## src/rtl/mem_port_arb3.sv

```systemverilog
// -----------------------------------------------------------------------------
// mem_port_arb3
//
// Three-way round-robin arbiter for a single shared memory/bus port.
// Requesters: 0 = instruction fetch, 1 = data access, 2 = auxiliary/DMA.
// One transaction is in flight at a time (IDLE -> BUSY -> DONE -> IDLE).
// The registered `sel` steers the Mux3 instances feeding address, write data
// and control onto the shared port. A watchdog aborts any transaction that
// stays BUSY for MAX_WAIT cycles without `mem_ready`.
//
// Parameters:
//   MAX_WAIT   BUSY-cycle limit before timeout; 0 disables the watchdog.
//
// Ports:
//   clk        rising-edge clock
//   rst        synchronous, active-high reset
//   req[2:0]   level requests, held until that requester's done/err
//   mem_ready  shared port completion, only looked at in BUSY
//   sel[1:0]   Mux3 select of the current/last owner (never 2'b11)
//   grant[2:0] one-hot owner of the port, 000 when none
//   mem_valid  transaction active on the shared port
//   done[2:0]  one-cycle completion pulse to the owner
//   err[2:0]   one-cycle timeout pulse to the owner
//   busy       high in BUSY and DONE
// -----------------------------------------------------------------------------
module mem_port_arb3 #(
  parameter int MAX_WAIT = 255
) (
  input  logic       clk,
  input  logic       rst,
  input  logic [2:0] req,
  input  logic       mem_ready,
  output logic [1:0] sel,
  output logic [2:0] grant,
  output logic       mem_valid,
  output logic [2:0] done,
  output logic [2:0] err,
  output logic       busy
);

  typedef enum logic [1:0] {
    S_IDLE = 2'd0,
    S_BUSY = 2'd1,
    S_DONE = 2'd2
  } state_t;

  // A disabled watchdog still gets a 1-bit counter so no zero-width vector exists.
  localparam int CNT_W = (MAX_WAIT > 0) ? $clog2(MAX_WAIT + 1) : 1;
  // Counter reads k-1 during BUSY cycle k, so this value marks cycle MAX_WAIT.
  localparam logic [CNT_W-1:0] CNT_LAST = (MAX_WAIT > 0) ? CNT_W'(MAX_WAIT - 1) : '0;

  state_t           state_q,     state_d;
  logic [1:0]       ptr_q,       ptr_d;
  logic [CNT_W-1:0] wd_cnt_q,    wd_cnt_d;
  logic [1:0]       sel_q,       sel_d;
  logic [2:0]       grant_q,     grant_d;
  logic             mem_valid_q, mem_valid_d;
  logic [2:0]       done_q,      done_d;
  logic [2:0]       err_q,       err_d;
  logic             busy_q,      busy_d;

  logic [1:0]       winner;
  logic             timeout;

  // Modulo-3 increment of a requester index.
  function automatic logic [1:0] next3(input logic [1:0] x);
    next3 = (x == 2'd2) ? 2'd0 : x + 2'd1;
  endfunction

  // First active request scanning ptr, ptr+1, ptr+2 (mod 3).
  function automatic logic [1:0] rr_pick(input logic [2:0] r, input logic [1:0] p);
    logic [1:0] idx;
    logic       found;
    rr_pick = p;
    idx     = p;
    found   = 1'b0;
    for (int k = 0; k < 3; k++) begin
      if (!found && r[idx]) begin
        rr_pick = idx;
        found   = 1'b1;
      end
      idx = next3(idx);
    end
  endfunction

  assign winner  = rr_pick(req, ptr_q);
  assign timeout = (MAX_WAIT != 0) && (wd_cnt_q == CNT_LAST);

  always_comb begin
    // NOTE: every _d gets a default before the case so no path leaves it
    // unassigned; a missing default here would infer a latch.
    state_d     = state_q;
    ptr_d       = ptr_q;
    wd_cnt_d    = wd_cnt_q;
    sel_d       = sel_q;
    grant_d     = grant_q;
    mem_valid_d = mem_valid_q;
    done_d      = 3'b000;
    err_d       = 3'b000;

    unique case (state_q)
      S_IDLE: begin
        if (req != 3'b000) begin
          state_d     = S_BUSY;
          sel_d       = winner;
          grant_d     = 3'b001 << winner;
          mem_valid_d = 1'b1;
          ptr_d       = next3(winner);
          wd_cnt_d    = '0;
        end
      end

      S_BUSY: begin
        // Completion takes precedence over a timeout in the same cycle.
        // grant_q is the owner one-hot, so it doubles as the pulse pattern.
        if (mem_ready) begin
          state_d     = S_DONE;
          done_d      = grant_q;
          grant_d     = 3'b000;
          mem_valid_d = 1'b0;
        end else if (timeout) begin
          state_d     = S_DONE;
          err_d       = grant_q;
          grant_d     = 3'b000;
          mem_valid_d = 1'b0;
        end else begin
          wd_cnt_d    = wd_cnt_q + 1'b1;
        end
      end

      S_DONE: begin
        // Requests are ignored here so the finishing owner cannot be re-granted.
        state_d = S_IDLE;
      end

      default: begin
        state_d     = S_IDLE;
        grant_d     = 3'b000;
        mem_valid_d = 1'b0;
      end
    endcase

    busy_d = (state_d != S_IDLE);
  end

  // NOTE: state uses non-blocking assignments so all flops update from the
  // same pre-edge values; the reset clears every flop, including the pointer
  // and watchdog, so a killed transaction leaves nothing behind.
  always_ff @(posedge clk) begin
    if (rst) begin
      state_q     <= S_IDLE;
      ptr_q       <= 2'd0;
      wd_cnt_q    <= '0;
      sel_q       <= 2'd0;
      grant_q     <= 3'b000;
      mem_valid_q <= 1'b0;
      done_q      <= 3'b000;
      err_q       <= 3'b000;
      busy_q      <= 1'b0;
    end else begin
      state_q     <= state_d;
      ptr_q       <= ptr_d;
      wd_cnt_q    <= wd_cnt_d;
      sel_q       <= sel_d;
      grant_q     <= grant_d;
      mem_valid_q <= mem_valid_d;
      done_q      <= done_d;
      err_q       <= err_d;
      busy_q      <= busy_d;
    end
  end

  assign sel       = sel_q;
  assign grant     = grant_q;
  assign mem_valid = mem_valid_q;
  assign done      = done_q;
  assign err       = err_q;
  assign busy      = busy_q;

endmodule

```

## config.mk

```make
export PLATFORM = sky130hd
export DESIGN_NAME = mem_port_arb3
export DESIGN_NICKNAME = d
export VERILOG_FILES = /design/src/rtl/mem_port_arb3.sv
export SDC_FILE = /design/constraint.sdc
export NUM_CORES = 1
export LEC_CHECK = 0
export CAP_MARGIN = 20
export CORE_MARGIN = 5
export CORE_UTILIZATION = 37
export CTS_BUF_LIST = sky130_fd_sc_hd__clkbuf_4
export DETAILED_ROUTE_END_ITERATION = 7
export PLACE_DENSITY = 0.73
export SLEW_MARGIN = 20
export SYNTH_ARGS = -nofsm -noshare
export SYNTH_HDL_FRONTEND = slang
export SYNTH_SLANG_ARGS = --single-unit
```

## constraint.sdc

```tcl
create_clock -name clk -period 1.9 [get_ports clk]
set_input_delay 0.285 -clock clk [delete_from_list [all_inputs] [get_ports clk]]
set_output_delay 0.285 -clock clk [all_outputs]
set_load 0.02 [all_outputs]
```

== Word-level counts from Yosys, hierarchy flattened ==
Cells that the tools add are included.

* Register bits after elaboration: 25
* Input bits: 6
* Output and inout port bits: 13
* Logic and storage cells: 73

* Add/sub/neg operators: 4
* $lt $le $gt $ge: 3
* Eq/ne operators: 10
* Shifts and indexed selects: 1
* Multiplexer cells: 29
* Bitwise logic cells: 4
* Reductions and logical operators: 13

{| class="wikitable"
|+ Operators with widths
! cell !! count
|-
| $mux W8 || 3
|-
| $mux W2 || 8
|-
| $pmux W8 S2 || 1
|-
| $lt A2 B3 Y1 const B || 3
|-
| $mux W3 || 3
|-
| $pmux W3 S3 || 1
|-
| $add A8 B1 Y8 const B || 1
|-
| $eq A2 B2 Y1 const B || 4
|-
| $eq A8 B8 Y1 const B || 1
|-
| $mux W1 || 8
|-
| $add A2 B1 Y2 const B || 3
|-
| $bmux W1 S2 || 3
|-
| $ne A2 B2 Y1 const B || 3
|-
| $not A1 Y1 || 4
|-
| $pmux W2 S2 || 1
|-
| $reduce_and A4 Y1 || 1
|-
| $reduce_bool A2 Y1 || 2
|-
| $reduce_or A4 Y1 || 1
|-
| $ne A3 B3 Y1 const B || 1
|-
| $pmux W1 S3 || 1
|-
| $reduce_and A3 Y1 || 1
|-
| $reduce_bool A3 Y1 || 1
|-
| $reduce_or A3 Y1 || 1
|-
| $shl A1 B2 Y3 const A || 1
|-
| 5 further kinds || 7
|}

== Longest topological paths before layout ==
Gate-level depths: netlist (run 1).

* Depth in word-level cells: 12
* Gate-level depth with buffers: 7

== Least setup slack after synthesis (run 1) ==
No wires, ideal clock.

* Kind: reg-to-reg
* Start: register wd_cnt_q[0]
* End: register wd_cnt_q[3]
* Arrival: 1709 ps
* Setup slack: 121 ps
* Cell stages (with the launch flop): 8
* Period minus slack after synthesis: 1779 ps
* Cells stage by stage: dfxtp_1 inv_1 ha_1 and3_4 a211o_1 buf_2 or3_1 a21oi_1

* Longest elaborated chain between the ends: 4
* Elaborated cells between the ends (all ways): 7
* Classes of those cells: 1 x add/sub; 2 x eq/ne; 3 x mux; 1 x reduce/logical

{| class="wikitable"
|+ Ends and longest elaborated chain
! what !! RTL line !! RTL
|-
| start, declared || 54 || <nowiki>logic [CNT_W-1:0] wd_cnt_q, wd_cnt_d;</nowiki>
|-
| start signal, assigned || 163 || <nowiki>wd_cnt_q <= wd_cnt_d;</nowiki>
|-
| $add A8 B1 Y8 || 127 || <nowiki>wd_cnt_d = wd_cnt_q + 1'b1;</nowiki>
|-
| $mux W8 || 121 || <nowiki>end else if (timeout) begin</nowiki>
|-
| $mux W8 || 116 || <nowiki>if (mem_ready) begin</nowiki>
|-
| $pmux W8 S2 || 101 || <nowiki>unique case (state_q)</nowiki>
|}

Parallel ways exist; a longest one is shown, timed or not. The select of a mux whose other input is x is not followed.
A chain may end at the register's enable or synchronous reset.

== Worst setup path in the final report (run 1) ==
* Start: register wd_cnt_q[0]
* End: register wd_cnt_q[7]

The elaborated chain is that of the path after synthesis.

==> results.yml, run 1 <==
cts:
  cts.root.buffer_cell: "clkbuf_4"
  tritoncts: "done"
  worst_setup_hold_path_clk_slew_ps: 140
  tritoncts.num_buffers: 3
  insertion_delay_ps: 320
  clock_sinks: 25
  clock_path_buffers: 2
  cts_stage_hold_buffer_count: 0
  cts_h_tree_depth: 1
placed_design:
  place.port_buffers: 18
  place_hpwl_um: 1830
  placement.cell_area_mm2: 0.00136
  gpl.final_weighted_congestion: 0.857
  pre_cts_setup_slack_ps: 43.3
drt:
  drc: 0
  antenna_left: 0
  detail_route.first_pass.iterations: 4
  post_detailed_route_wirelength_per_cell_um: 13.5
  detail_route.iter0.violations: 33
  drt_wl_total_um: 2410
  vias: 975
  avgViaCountPerCell: 5.48
critical_path:
  worst_endpoint_required_time_ps: 2170
  r2r_setup_slack_ps: 50
  worstSetupPathType: "flop to flop"
  reg2reg_to: "wd_cnt_q[7]"
  timing.reg2reg.worst_path_depth: 6
  slowest_stage: "or4_1"
  worst_r2r_startpoint: "wd_cnt_q[0]"
  setup.worst_path.end_class: "flop"
  sort_of_element_at_the_start_of_the_critical_path: "flop"
  timing.critical_path.from: "wd_cnt_q[0]"
  worst-path-max-fanout: 5
  crit_path_cell_trace: "inv_1, ha_1, and3_4, a211o_4, or4_1, a21oi_1"
  cpPeakStageDelay_ps: 510
  cp_data_arrival_time_ps: 2110
floorplanning:
  pin_count: 19
  die-area_mm2: 0.00406
  floorplan.rows: 19
  start_util: 0.387
  floorplan.core_area_mm2: 0.00276
  die_w_um: 63.7
  die_h_um: 63.7
pwr:
  ir_worst_vdd_mv: 0.591
  leakagePower_uw: 0.000529
  total_power_uw: 1010
  power.density_cell_area_mw_per_mm2: 717
min_path:
  hold_path_end: "mem_valid"
  hp-class: "flop to flop"
  hold_depth: 1
  timing.hold.worst.start: "mem_valid"
yosys:
  syn-cell-area_mm2: 0.00107
  ys_seq_elements: 25
  synth_largest_type_area_fraction: 0.469
  synth_cell_types: 40
  yosys-mux-area-fraction: 0
  ys_async_sr_fraction: 0
  synth_top_family_by_area: "simple AND/OR/NAND/NOR gates"
  synth_xor_area_frac: 0.00821
  synth_area_in_compound_gates: 0.229
  synth-edff-count: 0
  postSynthAreaPerCell_um2: 9.28
  synth-simple-area-share: 0.245
  syn_inst: 115
  synthDominantAreaCellType: "dfxtp_1"
  yosysWarningCount: 0
  synth-seq-area-share: 0.469
  post_synth_main_area_contributors: "dfxtp_1 (47%), a32o_1 (4.7%), a21oi_1 (3.8%)"
  synth_ff_type: "dfxtp_1"
  synthesis.nets: 123
  synth_adder_area_share: 0.0234
timing:
  worst_clock_skew_ps: 12.8
  timing.hold.ws_ps: 489
  maxClockFrequency_mhz: 542
  finalSetupTns_ps: 0
  relSlewSlack: 0.685
  timing.final.hold_violations: 0
  finalSetupViolCount: 0
  final.min_clock_period_ps: 1850
  report.final.slew_viol_count: 0
  tightestPinTransition_ps: 472
  finalCritPeriodShare: 0.971
  setup_ws_post_layout_ps: 54.8
finish:
  post_route_cells_drive_above_1_share: 0.184
  area.growth.synth_to_final_pct: 31.9
  num-nets-final: 156
  fill_cell_total_of_the_finished_layout: 258
  layout.cell_area.non_filler_mm2: 0.00141
  layout.cells.most_common: "dfxtp_1"
  layout_common_cells: "dfxtp_1 (24), clkdlybuf4s50_1 (18), buf_4 (12)"
  antenna_cells: 0
global_routing:
  grt_max_degree: 16
  globalRouteOverflowTotal: 0
  antenna_found_initial: 0
  first_global_vias: 955
  grt.total_usage: 0.128
  grt_pass1_wl_um: 4290
flow_run:
  cap_violations: 0
run_status:
  run_status: "finished clean"
[flip-flops by register name (all words and copies together), names as in the netlist]
name	count
wd_cnt_q	8
done	3
err	3
grant	3
ptr_q	2
sel	2
state_q	2
busy	1
mem_valid	1
[layer usage]
metal | share of wire | GRT usage | vias to the layer above
li1 | - | - | 493
met1 | 0.50 | 0.184 | 451
met2 | 0.45 | 0.188 | 29
met3 | 0.049 | 0.0409 | 2
met4 | 0.0083 | 0.0260 | 0
met5 | 0 | 0 | -
[worst max-delay path, delay by kind of cell (launching register included)]
| kind | cells | cell delay [ps] |
|---|---|---|
| AO/OA/AOI/OAI | 2 | 490 |
| buffers and inverters | 1 | 50 |
| flip-flops | 1 | 350 |
| AND/OR/NAND/NOR | 2 | 700 |
| adder cells (fa/ha/maj) | 1 | 210 |
[repair_timing]
item | 4_1_cts | 5_1_grt
gates resized for setup | 0 | 2
buffers inserted | 0 | 1
setup endpoints to repair | 0 | 2
[worst max-delay path by stage]
stage / end / cells after the start / slack, ps
floorplan: wd_cnt_q[3] / 7 / 120
global placement: wd_cnt_q[7] / 4 / 100
finish: wd_cnt_q[7] / 6 / 50
CTS: wd_cnt_q[7] / 6 / 20
global route: wd_cnt_q[7] / 6 / -6
detailed placement: wd_cnt_q[7] / 6 / 40
[per-stage QoR]
| stage | std cells | util |
|---|---|---|
| after floorplan | 115 | - |
| after global placement | 173 | 0.493 |
| after detailed placement | 173 | 0.493 |
| after CTS | 177 | 0.504 |
| after global routing | 178 | 0.510 |
| final | 178 | 0.510 |
[area by class of cell]
type / count / area, um^2 / share of cell area
multi-input combinational: 83 / 548 / 0.389
sequential: 25 / 502 / 0.356
timing repair buffer: 30 / 270 / 0.192
tap: 31 / 38.8 / 0.0276
clock buffer: 3 / 22.5 / 0.0160
inverter: 5 / 18.8 / 0.0133
clock inverter: 1 / 7.51 / 0.00533
[Yosys cell counts (4+ instances only)]
library cell,number
a21oi_1,8
a32o_1,5
dfxtp_1,25
inv_1,5
nand2_1,5
nand3_1,4
nor2_1,10
o21ai_0,5
o31ai_1,4
[cell families after synthesis]
logic type / after synthesis
XOR/XNOR: 1
AO/OA/AOI/OAI: 35
buffers and inverters: 7
flip-flops: 25
adder cells (fa/ha/maj): 2
AND/OR/NAND/NOR: 45
[where the power goes]
group	leakage [uW]	total (uW)	switching, uW	internal (uW)
registers	0.000204	569	17.8	551
logic	0.000311	201	107	94.3
clock network	0.0000139	240	159	80.4
total	0.000529	1010	284	726
(Power assumes the default switching activity.)
==> run 2: changes to the inputs <==
- CORE_UTILIZATION: 37 -> 35
- DONT_BUFFER_PORTS: default -> 1
- PLACE_DENSITY: 0.73 -> 0.62
==> run 2 against run 1 <==
  * Power is 6.4% lower
  * Critical endpoint unchanged
  * First-iteration DRC count up 27%
  * Hold slack lost 470 ps
  * Sequential cell count did not move
==> results.yml, run 2 (same netlist as run 1, synthesis figures left out) <==
run_status:
  run_status: "finished clean"
flow_run:
  cap_violations: 0
timing:
  finalCritPeriodShare: 0.973
  worst_clock_skew_ps: 8.73
  timing.hold.ws_ps: 18.1
  finalSetupViolCount: 0
  final.min_clock_period_ps: 1850
  finalSetupTns_ps: 0
  timing.final.hold_violations: 0
  report.final.slew_viol_count: 0
  tightestPinTransition_ps: 531
  setup_ws_post_layout_ps: 51.5
  relSlewSlack: 0.646
  maxClockFrequency_mhz: 541
global_routing:
  groute.layer.met1.usage: 0.143
  antenna_found_initial: 0
  first_global_vias: 860
  globalRouteOverflowTotal: 0
  grt.total_usage: 0.113
  grt-busiest-layer: "met2"
  grt_pass1_wl_um: 3860
  met3_track_utilization_from_global_routing: 0.0222
  grt_max_degree: 16
  met2_usage: 0.177
drt:
  detail_route.first_pass.iterations: 5
  detail_route.iter0.violations: 42
  avgViaCountPerCell: 5.94
  antenna_left: 0
  drc: 0
  vias: 914
  drt_wl_total_um: 2280
  post_detailed_route_wirelength_per_cell_um: 14.8
cts:
  cts.root.buffer_cell: "clkbuf_4"
  insertion_delay_ps: 320
  worst_setup_hold_path_clk_slew_ps: 140
  clock_sinks: 25
  clock_path_buffers: 2
  tritoncts: "done"
  cts_h_tree_depth: 1
  tritoncts.num_buffers: 3
pwr:
  leakagePower_uw: 0.000426
  power.density_cell_area_mw_per_mm2: 799
  ir_worst_vdd_mv: 0.284
  total_power_uw: 944
critical_path:
  worstSetupPathType: "flop to flop"
  cp_data_arrival_time_ps: 2100
  worst_endpoint_required_time_ps: 2160
  worst_r2r_startpoint: "wd_cnt_q[0]"
  worst-path-max-fanout: 8
  timing.critical_path.from: "wd_cnt_q[0]"
  setup.worst_path.end_class: "flop"
  sort_of_element_at_the_start_of_the_critical_path: "flop"
finish:
  num-nets-final: 130
  antenna_cells: 0
  post_route_cells_drive_above_1_share: 0.157
  layout.cells.most_common: "dfxtp_1"
  final_core_utilization: 0.397
  area.growth.synth_to_final_pct: 10.8
  layout_common_cells: "dfxtp_1 (24), nor2_1 (10), a21oi_1 (7)"
  regMostFlops: "wd_cnt_q"
  largest_register_ff_count: 8
floorplanning:
  die-area_mm2: 0.00425
  die_h_um: 65.2
  pin_count: 19
  floorplan.core_area_mm2: 0.00298
  start_util: 0.358
  floorplan.rows: 20
  die_w_um: 65.2
placed_design:
  place.port_buffers: 0
  place_hpwl_um: 1650
  pre_cts_setup_slack_ps: 36.1
  gpl.final_weighted_congestion: 0.782
min_path:
  hp-class: "input pin to flop"
  timing.hold.worst.start: "rst"
run 2: power by group:
group,internal [uW],switching [uW],total [uW]
Combinational,49.5,67.4,117
Sequential,551,41.3,592
Clock,80.3,155,235
run 2: area by class of cell:
class | count | area [um^2]
clock buffer | 3 | 22.5
clock inverter | 1 | 7.51
sequential | 25 | 502
tap | 33 | 41.3
timing repair buffer | 4 | 35.0
inverter | 5 | 18.8
multi-input combinational | 83 | 556
fill | 282 | 1800
run 2: layer usage:
metal,vias up,share of wire
met1,433,0.47
met4,0,0.018
met3,4,0.071
met2,33,0.44
li1,444,-
met5,-,0
run 2: repair_timing:
action | in CTS | in global routing
setup endpoints to repair | 0 | 3
hold buffers | 1 | 1
endpoints found under the hold margin | 2 | 1
setup buffers | 0 | 0
resized for setup | 0 | 4
run 2: worst max-delay path: stages, from the launching register on:
cell and delay [ps]:
dfxtp_2 350, inv_1 50, ha_1 210, and3_4 190, a211o_4 370, or4_4 520, a21oi_2 110
run 2: metrics by stage:
stage / instances / instance area [um^2]
after detailed placement: 148 / 1110
after floorplan: 115 / 1070
final: 154 / 1180
after global placement: 148 / 1110
after CTS: 153 / 1150
after global routing: 154 / 1180
run 2: final timing paths:
path,depth (start not counted),slack [ps],endpoint
max,6,50,wd_cnt_q[7]
min,1,20,sel[1]
max reg2reg,6,50,wd_cnt_q[7]
min reg2reg,2,530,wd_cnt_q[5]
